===== src/rtl/segcapture.sv =====
// segcapture: seven-segment readback decoder.
// Watches a time-multiplexed, active-low four-digit display bus. Each
// digit's (an, seg) pair has to stay unchanged for SETTLE+1 edges before
// it is sampled once. The sampled pattern is mapped back to its hex
// nibble. After all four digits are held, the 16-bit value and the
// decimal points are published together with a one-cycle valid pulse.
module segcapture #(
    parameter int unsigned SETTLE = 4
) (
    input  logic        clk,
    input  logic        rst_n,
    input  logic [3:0]  an,
    input  logic [7:0]  seg,
    output logic [15:0] number,
    output logic [3:0]  dp,
    output logic        valid,
    output logic        err
);

    // cnt is 4 bits wide, which covers the legal SETTLE range 2..15.
    localparam logic [3:0] SETTLE_C  = 4'(SETTLE);
    localparam logic [3:0] SETTLE_M1 = 4'(SETTLE - 1);

    logic [3:0]  an_q;
    logic [7:0]  seg_q;
    logic [3:0]  cnt;

    logic [15:0] shadow;
    logic [3:0]  dpshadow;
    logic [3:0]  got;

    logic        same;
    logic        sel_one;
    logic [1:0]  sel_idx;
    logic [3:0]  sel_mask;
    logic        sample;
    logic        glyph_ok;
    logic [3:0]  glyph_nib;
    logic        blank;
    logic        complete;
    logic [3:0]  got_base;
    logic [3:0]  got_next;

    // Register the bus and count how long the current pair has been stable.
    always_ff @(posedge clk or negedge rst_n) begin
        if (!rst_n) begin
            an_q  <= 4'hF;
            seg_q <= 8'hFF;
            cnt   <= 4'd0;
        end else begin
            an_q  <= an;
            seg_q <= seg;
            if (!same) begin
                cnt <= 4'd0;
            end else if (cnt != SETTLE_C) begin
                cnt <= cnt + 4'd1;
            end
        end
    end

    // Find which digit is selected. Blanking and multi-select give no sample.
    always_comb begin
        sel_one  = 1'b1;
        sel_idx  = 2'd0;
        sel_mask = 4'b0000;
        unique case (an_q)
            4'b1110: begin sel_idx = 2'd0; sel_mask = 4'b0001; end
            4'b1101: begin sel_idx = 2'd1; sel_mask = 4'b0010; end
            4'b1011: begin sel_idx = 2'd2; sel_mask = 4'b0100; end
            4'b0111: begin sel_idx = 2'd3; sel_mask = 4'b1000; end
            default: sel_one = 1'b0;
        endcase
    end

    // Map the active-low segment pattern back to a hex nibble.
    always_comb begin
        glyph_ok  = 1'b1;
        glyph_nib = 4'h0;
        case (seg_q[6:0])
            7'h40: glyph_nib = 4'h0;
            7'h79: glyph_nib = 4'h1;
            7'h24: glyph_nib = 4'h2;
            7'h30: glyph_nib = 4'h3;
            7'h19: glyph_nib = 4'h4;
            7'h12: glyph_nib = 4'h5;
            7'h02: glyph_nib = 4'h6;
            7'h78: glyph_nib = 4'h7;
            7'h00: glyph_nib = 4'h8;
            7'h10: glyph_nib = 4'h9;
            7'h08: glyph_nib = 4'hA;
            7'h03: glyph_nib = 4'hB;
            7'h46: glyph_nib = 4'hC;
            7'h21: glyph_nib = 4'hD;
            7'h06: glyph_nib = 4'hE;
            7'h0E: glyph_nib = 4'hF;
            default: glyph_ok = 1'b0;
        endcase
    end

    // Sample qualification and next got vector. Completion clears got
    // first, so a sample that lands on the same edge still keeps its bit.
    always_comb begin
        same     = (an == an_q) && (seg == seg_q);
        blank    = (seg_q[6:0] == 7'h7F);
        sample   = sel_one && same && (cnt == SETTLE_M1);
        complete = (got == 4'hF);
        got_base = complete ? 4'h0 : got;
        got_next = got_base;
        if (sample && glyph_ok) begin
            got_next = got_base | sel_mask;
        end else if (sample && !blank) begin
            got_next = got_base & ~sel_mask;
        end
    end

    // Per-digit shadow capture and tracking of which digits have arrived.
    always_ff @(posedge clk or negedge rst_n) begin
        if (!rst_n) begin
            shadow   <= 16'h0000;
            dpshadow <= 4'h0;
            got      <= 4'h0;
        end else begin
            got <= got_next;
            if (sample && glyph_ok) begin
                shadow[4*sel_idx +: 4] <= glyph_nib;
                dpshadow[sel_idx]      <= ~seg_q[7];
            end
        end
    end

    // Publish a completed frame and generate the single-cycle pulses.
    always_ff @(posedge clk or negedge rst_n) begin
        if (!rst_n) begin
            number <= 16'h0000;
            dp     <= 4'h0;
            valid  <= 1'b0;
            err    <= 1'b0;
        end else begin
            valid <= complete;
            err   <= sample && !glyph_ok && !blank;
            if (complete) begin
                number <= shadow;
                dp     <= dpshadow;
            end
        end
    end

endmodule


===== config.mk =====
export PLATFORM = sky130hd
export DESIGN_NAME = segcapture
export DESIGN_NICKNAME = d
export VERILOG_FILES = /design/src/rtl/segcapture.sv
export SDC_FILE = /design/constraint.sdc
export NUM_CORES = 1
export LEC_CHECK = 0
export ABC_AREA = 1
export BUFFER_PORTS_ARGS = -buffer_cell sky130_fd_sc_hd__buf_2
export CORE_MARGIN = 8
export CORE_UTILIZATION = 30
export CTS_CLUSTER_SIZE = 10
export DETAILED_ROUTE_END_ITERATION = 12
export GPL_TIMING_DRIVEN = 0
export SYNTH_ARGS = -nofsm -noshare
export SYNTH_HDL_FRONTEND = slang
export SYNTH_SLANG_ARGS = --single-unit

===== constraint.sdc =====
create_clock -name clk -period 2.8 [get_ports clk]
set_input_delay 0.28 -clock clk [delete_from_list [all_inputs] [get_ports clk]]
set_output_delay 0.28 -clock clk [all_outputs]
set_load 0.05 [all_outputs]

==> flow_metrics.env <==
export IMPL_status="finished clean"
export IMPL_rows=39
export IMPL_slowest_delay_ns=0.53
export IMPL_cp_end_kind="register"
export IMPL_synthMuxAreaShare=0.06207
export IMPL_ioPinCount=36
export IMPL_clockBufferDepth=2
export IMPL_grt_pass1_wl_mm=13.14
export IMPL_synthCells=433
export IMPL_postCtsHoldBufs=0
export IMPL_drt_initial_drc_count=114
export IMPL_avgViaCountPerCell=4.394
export IMPL_grt_usage=0.1079
export IMPL_min_path_type="primary input to asynchronous set/reset pin"
export IMPL_ff2ff_setup_slack_ns=0.44
export IMPL_clockRootBuffer="clkbuf_16"
export IMPL_cap_violations=0
export IMPL_fmax_mhz=423.1
export IMPL_grt_pass1_vias=2753
export IMPL_ir_drop_v=0.0002629
export IMPL_cp_common_cell="inv_1"
export IMPL_coreArea_um2=11320
export IMPL_finalHoldViolations=0
export IMPL_cp_required_ns=3.06
export IMPL_synth_top_family_by_area="simple AND/OR/NAND/NOR gates"
export IMPL_diodes=0
export IMPL_first_pass_iters=6
export IMPL_dieArea_um2=15180
export IMPL_ys_seq_elements=62
export IMPL_syn_nets=455
export IMPL_grt_max_degree=63
export IMPL_tns_ns=0
export IMPL_area_growth_pct=18.91
export IMPL_drc_errors=0
export IMPL_crit_chain="inv_1 -> nand2_1 -> nor2_1 -> nor2_1 -> inv_1 -> ha_1 -> inv_1 -> nor3_1 -> nand4_1 -> nand2_1"
export IMPL_worst_setup_path_start_kind="register"
export IMPL_wl_per_cell_um=11.89
export IMPL_synth_simple_area_share=0.3681
export IMPL_comb_power_share=0.071
export IMPL_clk_pin_slew_ns=0.05
export IMPL_nNetsFinal=501
export IMPL_die_h_um=123.2
export IMPL_pwr_density_cell_nw_per_um2=529.3
export IMPL_rsz0062_at_grt="no"
export IMPL_p_int_w=0.001672
export IMPL_fin_crit_sh=0.8441
export IMPL_post_cts_buffers=0
export IMPL_async_reset_ff_frac=1.000
export IMPL_mostFrequentLayoutCells="152 x nand2_1, 67 x nor2_1, 50 x dfrtp_1, 38 x buf_2, 36 x inv_1"
export IMPL_clock_latency_ns=0.32
export IMPL_routed_wl_mm=7.452
export IMPL_port_buffers=35
export IMPL_crit_type="register to register"
export IMPL_drtAntennaViolNets=0
export IMPL_synth_cell_types=33
export IMPL_avgSynthCellArea_um2=7.961
export IMPL_p_leak_nw=2.249
export IMPL_ys_warn_count=0
export IMPL_fillers=1194
export IMPL_cts_inserted_buffers=9
export IMPL_synth_compound_gate_area_share=0.01343
export IMPL_cp_arrival_ns=2.62
export IMPL_syn_area_um2=3447
export IMPL_p_seq_frac=0.426
export IMPL_final_common_cell="nand2_1"
export IMPL_cp_top_family="simple AND/OR/NAND/NOR gates"
export IMPL_postLayoutCoreUtil=0.3621
export IMPL_setup_viol=0
export IMPL_dp_hpwl_mm=5.744
export IMPL_cp_num_buf_inv=3
export IMPL_timing_final_crit_period_ns=2.364
export IMPL_synth_flop_cell="dfrtp_1"
export IMPL_cts_sinks=62
export IMPL_postCtsResizedCells=0
export IMPL_num_vias=2755
export IMPL_cts_tree="built"
export IMPL_worst_path_max_delay_cell="dfstp_2"
export IMPL_p_switching_w=0.0004977
export IMPL_slew_violations=0
export IMPL_synth_fa_ha_area_frac=0.02904
export IMPL_synth_xor_area_frac=0.01270
export IMPL_fin_skew_ns=0.004192
export IMPL_tightest_slew_ns=0.7818
export IMPL_crit_fanout=8
export IMPL_synth_edf_count=0
export IMPL_grt_overflow_total=0
export IMPL_htreeDepth=3
export IMPL_slew_headroom=0.4788
export IMPL_clkPwrFrac=0.504
export IMPL_p_sw_frac=0.2294
export IMPL_gp_congestion=0.8393
export IMPL_initial_utilization=0.3045
export IMPL_antenna_found_initial=0
export IMPL_die_w_um=123.2
export IMPL_ys_seq_area_frac=0.4544
export IMPL_drive_gt1_frac=0.2169
[per-stage QoR]
step	cell area, um2	instances	hold WS (ns)	power, W	setup slack, ns
after floorplan	3447	433	-0.01559	0.001037	0.7388
after global placement	3801	611	0.4054	0.001089	0.4473
after detailed placement	3801	611	0.4051	0.001093	0.4344
after CTS	4096	627	0.06187	0.002201	0.4198
after global routing	4099	627	0.05575	0.002271	0.1132
final	4099	627	0.03478	0.002170	0.4364
[worst register-to-register path, cell delays in order (launching register included)]
cell,delay (ns)
dfstp_2,0.53
inv_1,0.08
nand2_1,0.07
nor2_1,0.07
nor2_1,0.28
inv_1,0.15
ha_1,0.41
inv_1,0.16
nor3_1,0.32
nand4_1,0.15
nand2_1,0.08
[metal layers]
metal | global-route usage | routed length, um | share of wire
met1 | 0.1417 | 3672 | 0.49
met2 | 0.1676 | 3262 | 0.44
met3 | 0.03333 | 442 | 0.059
met4 | 0.03085 | 74 | 0.0099
met5 | 0 | 0 | 0
[synthesized netlist by cell type (all sizes together), types with 4 or more instances]
cell	number	area share
buf	8	0.017
dfrtp	50	0.36
dfstp	12	0.091
ha	8	0.029
inv	39	0.042
mux2	19	0.062
nand2	155	0.17
nand3	38	0.069
nand4	8	0.015
nor2	72	0.086
nor3	6	0.015
o21ai	5	0.0073
xnor2	4	0.010
[registers in the layout, indices dropped and copies added, names as in the netlist, 4 cells and up]
register  cells
dp            4
shadow       16
seg_q         8
cnt           4
got           4
dpshadow      4
number       16
an_q          4
[layout make-up]
| type | count | area [um2] | area share |
|---|---|---|---|
| timing repair buffer | 35 | 177.7 | 0.04335 |
| sequential | 62 | 1567 | 0.3822 |
| clock inverter | 3 | 45.04 | 0.01099 |
| multi-input combinational | 323 | 1673 | 0.4081 |
| inverter | 40 | 150.1 | 0.03663 |
| tap | 143 | 178.9 | 0.04365 |
| clock buffer | 13 | 250.2 | 0.06105 |
| buffer | 8 | 57.56 | 0.01404 |
[cell families after synthesis]
logic type,Yosys count
simple gates,282
flops,62
buf+inv,48
mux,19
compound gates,9
fa+ha+maj,8
xor+xnor,5
[power by group through the flow]
stage,registers [W],logic (W),clock network (W)
floorplan,0.000936,0.000101,0
global placement,0.000937,0.000152,0
detailed placement,0.000938,0.000155,0
CTS,0.000923,0.000155,0.00112
global route,0.000925,0.000179,0.00117
finish,0.000924,0.000153,0.00109
[path summary, 6_finish.rpt]
| check | startpoint | end | depth (start not counted) |
|---|---|---|---|
| worst max-delay path | an_q[2] | shadow[1] | 10 |
| worst min-delay path | rst_n | err | 1 |
| worst max register to register | an_q[2] | shadow[1] | 10 |
| worst min register to register | shadow[2] | shadow[2] | 2 |
| max in group asynchronous | rst_n | dpshadow[3] | 1 |
| min in group clk | an[3] | an_q[3] | 1 |
No activity file was read; power rests on OpenSTA's default activity.
